$ cat src/rtl/pcx_bridge_pkg.sv
// Shared definitions for the multi-core PCX-to-stream bridge.
//   - FSM state encodings (IDLE, HDR, DATA, GRANT)
//   - header word field offsets and widths
//   - default PCX request vector width
//   - num_data_words(): stream words needed to carry one PCX packet
package pcx_bridge_pkg;

    // Serialiser FSM states
    localparam logic [1:0] ST_IDLE  = 2'd0;
    localparam logic [1:0] ST_HDR   = 2'd1;
    localparam logic [1:0] ST_DATA  = 2'd2;
    localparam logic [1:0] ST_GRANT = 2'd3;

    // Default PCX request/grant vector width per core
    localparam int unsigned PCX_REQ_W = 5;

    // Header word layout; every bit not listed here is zero
    localparam int unsigned HDR_CORE_LSB = 0;
    localparam int unsigned HDR_CORE_W   = 4;
    localparam int unsigned HDR_ATOM_BIT = 4;
    localparam int unsigned HDR_REQ_LSB  = 5;

    // Data words per frame: ceil(pcx_w / out_w)
    function automatic int unsigned num_data_words(input int unsigned pcx_w,
                                                   input int unsigned out_w);
        return (pcx_w + out_w - 1) / out_w;
    endfunction

endpackage

$ cat src/rtl/pcx_req_buf.sv
// Per-core 2-entry PCX request FIFO.
// A request reserves a slot in the cycle it is seen ({req, atom} stored); the
// packet data arrives one cycle later and is written into that same slot.
// Occupancy counts reservations, so a slot is held while its data is pending.
// Ports:
//   clk, rst_n      clock, asynchronous active-low reset
//   req, atom       request vector and atomic flag (req == 0 means no request)
//   data            packet data, valid the cycle after a reservation
//   pop             drop the head entry (issued when its frame is granted)
//   eligible        head entry has (or is this cycle receiving) its data
//   not_empty       at least one reservation held
//   head_req/atom/data  contents of the head entry
//   overflow        sticky: a reservation was refused because the FIFO was full
module pcx_req_buf #(
    parameter int unsigned PCX_WIDTH = 124,
    parameter int unsigned REQ_W     = 5
) (
    input  logic                 clk,
    input  logic                 rst_n,
    input  logic [REQ_W-1:0]     req,
    input  logic                 atom,
    input  logic [PCX_WIDTH-1:0] data,
    input  logic                 pop,
    output logic                 eligible,
    output logic                 not_empty,
    output logic [REQ_W-1:0]     head_req,
    output logic                 head_atom,
    output logic [PCX_WIDTH-1:0] head_data,
    output logic                 overflow
);

    logic [REQ_W-1:0]     req_mem_q  [2];
    logic [PCX_WIDTH-1:0] data_mem_q [2];
    logic [1:0]           atom_mem_q;
    logic [1:0]           written_q;
    logic                 wr_ptr_q, rd_ptr_q;
    logic [1:0]           count_q, count_d;
    logic                 pend_q, pend_slot_q;
    logic                 ovf_q;
    logic                 reserve, accept, drop;

    assign reserve = |req;
    // A full FIFO still accepts when its head leaves in the same cycle
    assign accept  = reserve && ((count_q != 2'd2) || pop);
    assign drop    = reserve && !accept;
    assign count_d = count_q + {1'b0, accept} - {1'b0, pop};

    always_ff @(posedge clk or negedge rst_n) begin
        if (!rst_n) begin
            for (int s = 0; s < 2; s++) begin
                req_mem_q[s]  <= '0;
                data_mem_q[s] <= '0;
            end
            atom_mem_q  <= '0;
            written_q   <= '0;
            wr_ptr_q    <= 1'b0;
            rd_ptr_q    <= 1'b0;
            count_q     <= 2'd0;
            pend_q      <= 1'b0;
            pend_slot_q <= 1'b0;
            ovf_q       <= 1'b0;
        end else begin
            if (accept) begin
                req_mem_q[wr_ptr_q]  <= req;
                atom_mem_q[wr_ptr_q] <= atom;
                written_q[wr_ptr_q]  <= 1'b0;
                wr_ptr_q             <= ~wr_ptr_q;
            end
            // Data phase of the reservation made last cycle
            if (pend_q) begin
                data_mem_q[pend_slot_q] <= data;
                written_q[pend_slot_q]  <= 1'b1;
            end
            pend_q      <= accept;
            pend_slot_q <= wr_ptr_q;
            if (pop) begin
                rd_ptr_q <= ~rd_ptr_q;
            end
            count_q <= count_d;
            if (drop) begin
                ovf_q <= 1'b1;
            end
        end
    end

    // The data-phase bypass lets the arbiter pick the entry in the same cycle its
    // data lands; the serialiser only reads head_data later, after the write.
    assign eligible  = (count_q != 2'd0) &&
                       (written_q[rd_ptr_q] || (pend_q && (pend_slot_q == rd_ptr_q)));
    assign not_empty = (count_q != 2'd0);
    assign head_req  = req_mem_q[rd_ptr_q];
    assign head_atom = atom_mem_q[rd_ptr_q];
    assign head_data = data_mem_q[rd_ptr_q];
    assign overflow  = ovf_q;

endmodule

$ cat src/rtl/pcx_mc_stream_bridge.sv
// Multi-core PCX-to-stream bridge.
// Buffers up to two PCX requests per core, arbitrates round-robin (an atomic
// request locks arbitration to its core until that core's next packet has been
// sent), serialises each packet as a header word plus LSW-first data words onto
// a stall-controlled stream, and pulses the core's PCX grant once the frame left.
// Ports:
//   gclk, reset_l      clock, asynchronous active-low reset
//   spc_pcx_req_pq     per-core request vectors, core i at [i*REQ_W +: REQ_W]
//   spc_pcx_atom_pq    per-core atomic flags, same cycle as the request
//   spc_pcx_data_pa    per-core packets, one cycle after the request
//   pcx_spc_grant_px   per-core grant pulse (the stored request vector)
//   pcx_valid/pcx_stall/pcx_data   output stream
//   busy               frame in flight or any buffer holding a request
//   overflow_err       sticky per-core overflow flags
module pcx_mc_stream_bridge
    import pcx_bridge_pkg::*;
#(
    parameter int unsigned NUM_CORES = 4,
    parameter int unsigned PCX_WIDTH = 124,
    parameter int unsigned OUT_WIDTH = 32,
    parameter int unsigned REQ_W     = PCX_REQ_W
) (
    input  logic                           gclk,
    input  logic                           reset_l,
    input  logic [NUM_CORES*REQ_W-1:0]     spc_pcx_req_pq,
    input  logic [NUM_CORES-1:0]           spc_pcx_atom_pq,
    input  logic [NUM_CORES*PCX_WIDTH-1:0] spc_pcx_data_pa,
    output logic [NUM_CORES*REQ_W-1:0]     pcx_spc_grant_px,
    output logic                           pcx_valid,
    input  logic                           pcx_stall,
    output logic [OUT_WIDTH-1:0]           pcx_data,
    output logic                           busy,
    output logic [NUM_CORES-1:0]           overflow_err
);

    localparam int unsigned D      = num_data_words(PCX_WIDTH, OUT_WIDTH);
    localparam int unsigned CNT_W  = (D > 1) ? $clog2(D) : 1;
    localparam int unsigned CORE_W = (NUM_CORES > 1) ? $clog2(NUM_CORES) : 1;
    localparam int unsigned PAD_W  = D * OUT_WIDTH;

    logic [NUM_CORES-1:0] eligible, not_empty, pop, head_atom;
    logic [REQ_W-1:0]     head_req  [NUM_CORES];
    logic [PCX_WIDTH-1:0] head_data [NUM_CORES];

    logic [1:0]        state_q, state_d;
    logic [CNT_W-1:0]  cnt_q, cnt_d;
    logic [CORE_W-1:0] cur_core_q, cur_core_d;
    logic [CORE_W-1:0] rr_ptr_q, rr_ptr_d;
    logic              lock_q, lock_d;
    logic [CORE_W-1:0] lock_core_q, lock_core_d;

    for (genvar i = 0; i < NUM_CORES; i++) begin : g_buf
        pcx_req_buf #(
            .PCX_WIDTH (PCX_WIDTH),
            .REQ_W     (REQ_W)
        ) u_buf (
            .clk       (gclk),
            .rst_n     (reset_l),
            .req       (spc_pcx_req_pq[i*REQ_W +: REQ_W]),
            .atom      (spc_pcx_atom_pq[i]),
            .data      (spc_pcx_data_pa[i*PCX_WIDTH +: PCX_WIDTH]),
            .pop       (pop[i]),
            .eligible  (eligible[i]),
            .not_empty (not_empty[i]),
            .head_req  (head_req[i]),
            .head_atom (head_atom[i]),
            .head_data (head_data[i]),
            .overflow  (overflow_err[i])
        );
        assign pop[i] = (state_q == ST_GRANT) && (cur_core_q == CORE_W'(i));
    end

    // Arbitration: the locked core only, else first eligible at/after the pointer
    logic              found;
    logic [CORE_W-1:0] pick;
    logic [CORE_W-1:0] idx;

    always_comb begin
        found = 1'b0;
        pick  = '0;
        idx   = '0;
        if (lock_q) begin
            found = eligible[lock_core_q];
            pick  = lock_core_q;
        end else begin
            for (int k = 0; k < int'(NUM_CORES); k++) begin
                idx = CORE_W'((int'(rr_ptr_q) + k) % int'(NUM_CORES));
                if (!found && eligible[idx]) begin
                    found = 1'b1;
                    pick  = idx;
                end
            end
        end
    end

    always_comb begin
        state_d     = state_q;
        cnt_d       = cnt_q;
        cur_core_d  = cur_core_q;
        rr_ptr_d    = rr_ptr_q;
        lock_d      = lock_q;
        lock_core_d = lock_core_q;
        case (state_q)
            ST_IDLE: begin
                if (found) begin
                    state_d    = ST_HDR;
                    cur_core_d = pick;
                    rr_ptr_d   = (pick == CORE_W'(NUM_CORES - 1)) ? '0 : pick + CORE_W'(1);
                end
            end
            ST_HDR: begin
                if (!pcx_stall) begin
                    state_d = ST_DATA;
                    cnt_d   = '0;
                end
            end
            ST_DATA: begin
                if (!pcx_stall) begin
                    if (cnt_q == CNT_W'(D - 1)) begin
                        state_d = ST_GRANT;
                    end else begin
                        cnt_d = cnt_q + CNT_W'(1);
                    end
                end
            end
            ST_GRANT: begin
                state_d     = ST_IDLE;
                // Atomic packet keeps arbitration on this core for its partner
                lock_d      = head_atom[cur_core_q];
                lock_core_d = cur_core_q;
            end
            default: state_d = ST_IDLE;
        endcase
    end

    always_ff @(posedge gclk or negedge reset_l) begin
        if (!reset_l) begin
            state_q     <= ST_IDLE;
            cnt_q       <= '0;
            cur_core_q  <= '0;
            rr_ptr_q    <= '0;
            lock_q      <= 1'b0;
            lock_core_q <= '0;
        end else begin
            state_q     <= state_d;
            cnt_q       <= cnt_d;
            cur_core_q  <= cur_core_d;
            rr_ptr_q    <= rr_ptr_d;
            lock_q      <= lock_d;
            lock_core_q <= lock_core_d;
        end
    end

    // Serialiser datapath; the head entry stays put until GRANT pops it
    logic [REQ_W-1:0]     cur_req;
    logic                 cur_atom;
    logic [PAD_W-1:0]     padded;
    logic [OUT_WIDTH-1:0] hdr_word, data_word;

    assign cur_req  = head_req[cur_core_q];
    assign cur_atom = head_atom[cur_core_q];

    always_comb begin
        hdr_word = '0;
        hdr_word[HDR_CORE_LSB +: HDR_CORE_W] = HDR_CORE_W'(cur_core_q);
        hdr_word[HDR_ATOM_BIT]               = cur_atom;
        hdr_word[HDR_REQ_LSB +: REQ_W]       = cur_req;
    end

    always_comb begin
        padded                  = '0;
        padded[PCX_WIDTH-1:0]   = head_data[cur_core_q];
        data_word               = padded[cnt_q*OUT_WIDTH +: OUT_WIDTH];
    end

    always_comb begin
        case (state_q)
            ST_HDR:  pcx_data = hdr_word;
            ST_DATA: pcx_data = data_word;
            default: pcx_data = '0;
        endcase
    end

    always_comb begin
        pcx_spc_grant_px = '0;
        if (state_q == ST_GRANT) begin
            pcx_spc_grant_px[cur_core_q*REQ_W +: REQ_W] = cur_req;
        end
    end

    assign pcx_valid = ((state_q == ST_HDR) || (state_q == ST_DATA)) && !pcx_stall;
    assign busy      = (state_q != ST_IDLE) || (|not_empty);

endmodule

$ cat config.mk
export PLATFORM = sky130hd
export DESIGN_NAME = pcx_mc_stream_bridge
export DESIGN_NICKNAME = d
export VERILOG_FILES = /design/src/rtl/pcx_bridge_pkg.sv /design/src/rtl/pcx_req_buf.sv /design/src/rtl/pcx_mc_stream_bridge.sv
export SDC_FILE = /design/constraint.sdc
export NUM_CORES = 2
export LEC_CHECK = 0
export CAP_MARGIN = 15
export CORE_UTILIZATION = 45
export DETAILED_ROUTE_END_ITERATION = 10
export DONT_BUFFER_PORTS = 1
export SYNTH_ARGS = -nofsm -noshare
export SYNTH_HDL_FRONTEND = slang
export SYNTH_HIERARCHICAL = 1
export SYNTH_SLANG_ARGS = --single-unit
$ cat constraint.sdc
create_clock -name gclk -period 8.7 [get_ports gclk]
set_input_delay 1.74 -clock gclk [delete_from_list [all_inputs] [get_ports gclk]]
set_output_delay 1.74 -clock gclk [all_outputs]
set_load 0.005 [all_outputs]
==> out/metrics.cfg <==
[hold_path]
holdPathEnd = g_buf[0].u_buf/written_q[0]$_DFF_PN0_
hold_depth = 1
hold_path.class = flip-flop to flip-flop
hp-start = g_buf[0].u_buf/written_q[0]$_DFF_PN0_

[setup_path]
timing.rr.start = cur_core_q[0]$_DFFE_PN0P_
r2r-end = g_buf[0].u_buf/count_q[1]$_DFF_PN0_
worstSetupPathType = flip-flop to primary output
reg2reg_depth = 11
cp.required_ps = 6960
start_kind = flip-flop
endpoint_kind = primary output
worstPathArrival_ps = 4110
critical_path.max_fanout = 92
r2r_slack_ps = 4590

[synthesis]
yosysMostFrequentCell = mux2_2
yosysTopAreaCellShare_pct = 52.8
syn_area_um2 = 51600
muxShareOfSynthArea_pct = 39.8
yosys-top-cells-area = dfrtp_1 53%, mux2_2 33%, mux4_2 5.7%, clkbuf_1 0.88%, buf_2 0.77%
synth.distinct_cells = 56
ys_seq_area_share_pct = 52.8
synth-simple-area-share_pct = 1.69
yosysTopAreaCell = dfrtp_1
synth_adder_area_share_pct = 0.437
synth_seq_cells = 1087
postSynthCellCount = 3418
yosys-top-cells-count = 1524 x mux2_2, 1087 x dfrtp_1, 131 x mux4_2
synth_top_family_by_area = multiplexers
synth.avg_cell_area_um2 = 15.1
yosys_warnings = 6
synth_nets = 3959
async_flop_share_pct = 100
synth-edff-count = 0
synth_compound_area_share_pct = 2.52
synth_xor_area_share_pct = 0.289
synth_ff_type = dfrtp_1

[final_layout]
fin_util_pct = 50.5
finalInstanceArea_um2 = 57100
drive_gt1_share_pct = 55.9
area_growth_pct = 10.8
fin_nets = 3879

[clocking]
cts_hold_buffers = 0
cts.repair.resized = 0
tritoncts = built
ctsHtreeMaxLevel = 3
cts.clk_slew.worst_paths_ps = 60
clkSinkCount = 1087
cts_buffer_depth = 3
cts_setup_buffers = 0
clk_latency_ps = 700
cts_buffers = 119
clockRootBuffer = clkbuf_16

[sta]
period_share_pct = 67.2
tns_ps = 0
slew_headroom_pct = 3.07
setup_slack_ps = 2850
drv_slew = 0
max_freq_mhz = 171
setup_viol = 0
grt_setup_unrepaired = no
worst_pin_slew_ps = 1450
hold_violations = 0
clock_skew_ps = 26.7
min_period_ps = 5850

[power_and_ir_drop]
ir_worst_vdd_mv = 0.245
pwr_density_cell_nw_per_um2 = 475
p_leak_nw = 23.1
power_mw = 27.1

[place]
hpwlAfterDp_um = 111000
gp_congestion = 0.904
pre_cts_ws_ps = 3570
portBuffers = 0
place_area_um2 = 52700

[die]
placeableCoreArea_um2 = 113000
die_area_um2 = 116000
start_util_pct = 45.6
num_rows = 123
die_w_um = 340
die_h_um = 340
io_pins = 581

[drt]
drc = 0
vias_per_cell = 5.92
ant_nets = 0
wl_um = 157000
vias = 29442
dr.first_iter.drc_count = 2039
drtPass1Iterations = 5
wl_per_cell_um = 31.6

[global_route]
overflow = 0
grt_pass1_wl_um = 227000
grt_max_degree = 1088
grt_antenna_before_repair = 68
grt_pass1_vias = 31306
grt_usage_pct = 27.1

[outcome]
status = finished, final reports clean

[run]
max_cap_violations = 0

-- stage by stage --
step                hold WS, ps  std cells
CTS                         480       4932
global placement            463       4710
floorplan                   352       3418
global route                494       4959
detailed placement          468       4710
finish                      480       4970
-- cell families (layout without fill, tap and decap cells) --
family | count (synthesis) | in the layout
buffers and inverters | 272 | 293
DFF | 1087 | 1087
other | 0 | 31
AOI/OAI and AO/OA | 169 | 169
and+or+nand+nor | 162 | 162
xor gates and xnor gates | 17 | 17
adders and majority gates | 18 | 18
muxes | 1693 | 1693
-- where the power goes --
part	leakage [nW]	switching [mW]	internal, mW
Sequential	12.7	1.60	7.70
Clock	2.06	2.08	3.32
Combinational	8.39	5.85	6.57
-- worst max-delay path by stage --
stage / to / cells past startpoint / from
after detailed placement: pcx_data[24] / 5 / g_buf[3].u_buf/rd_ptr_q$_DFFE_PN0P_
after CTS: pcx_data[24] / 5 / g_buf[3].u_buf/rd_ptr_q$_DFFE_PN0P_
after global routing: pcx_data[24] / 5 / g_buf[3].u_buf/rd_ptr_q$_DFFE_PN0P_
after floorplan: pcx_data[1] / 8 / g_buf[3].u_buf/rd_ptr_q$_DFFE_PN0P_
after global placement: pcx_data[24] / 5 / g_buf[3].u_buf/rd_ptr_q$_DFFE_PN0P_
final: pcx_data[2] / 6 / g_buf[0].u_buf/rd_ptr_q$_DFFE_PN0P_
-- cell usage in the layout (no fill, tap or decap), drive strengths merged, types with 2 or more instances in the layout --
cell | Yosys | layout
clkinvlp | 0 | 2
a211oi | 39 | 39
bufinv | 0 | 18
clkinv | 0 | 14
nor3 | 5 | 5
or4 | 4 | 4
nor2 | 36 | 36
a22o | 35 | 35
nor3b | 6 | 6
and3 | 2 | 2
ha | 18 | 18
clkbuf | 121 | 186
o21ai | 23 | 23
a2bb2oi | 2 | 2
o31a | 5 | 5
o31ai | 5 | 5
nor4 | 5 | 5
and2 | 39 | 39
diode | 0 | 31
nand3 | 8 | 8
a311oi | 4 | 4
or3b | 4 | 4
inv | 32 | 34
a21o | 8 | 8
o211ai | 8 | 8
xnor2 | 12 | 12
mux4 | 132 | 132
dfrtp | 1087 | 1087
a21oi | 27 | 27
mux2 | 1535 | 1535
nor2b | 6 | 6
o21bai | 5 | 5
nand2 | 40 | 40
buf | 119 | 39
mux2i | 26 | 26
o211a | 5 | 5
xor2 | 5 | 5
-- per-layer routing --
layer  up-vias  part of all wire, %  track usage (%)
li1      12464                    -                -
met1     15811                   43             37.1
met2       881                   44             39.8
met3       218                   10             11.3
met4        68                  1.8             6.23
met5         -                 0.30                0
-- area by class of cell --
type	count	area (µm²)
Inverter	32	120
Antenna cell	31	77.6
Clock inverter	36	662
Sequential cell	1087	27200
Multi-Input combinational cell	2059	23200
Fill cell	9440	56000
Clock buffer	186	3550
Tap cell	1500	1880
Timing Repair Buffer	39	460
-- flip-flops by register name, indices dropped and copies added (netlist names), 2 cells and up --
signal / count
cnt_q: 2
cur_core_q: 2
g_buf.u_buf/atom_mem_q: 8
g_buf.u_buf/count_q: 8
g_buf.u_buf/data_mem_q: 992
g_buf.u_buf/overflow: 4
g_buf.u_buf/pend_q: 4
g_buf.u_buf/pend_slot_q: 4
g_buf.u_buf/rd_ptr_q: 4
g_buf.u_buf/req_mem_q: 40
g_buf.u_buf/wr_ptr_q: 4
g_buf.u_buf/written_q: 8
lock_core_q: 2
rr_ptr_q: 2
state_q: 2
-- worst max-delay path, stage by stage (launching register included) --
cell and delay (ps):
dfrtp_4 830, buf_12 560, mux2_2 300, mux4_2 280, and2_1 210, a211oi_1 70, a211oi_1 1040
No activity file was read; power rests on OpenSTA's default activity.
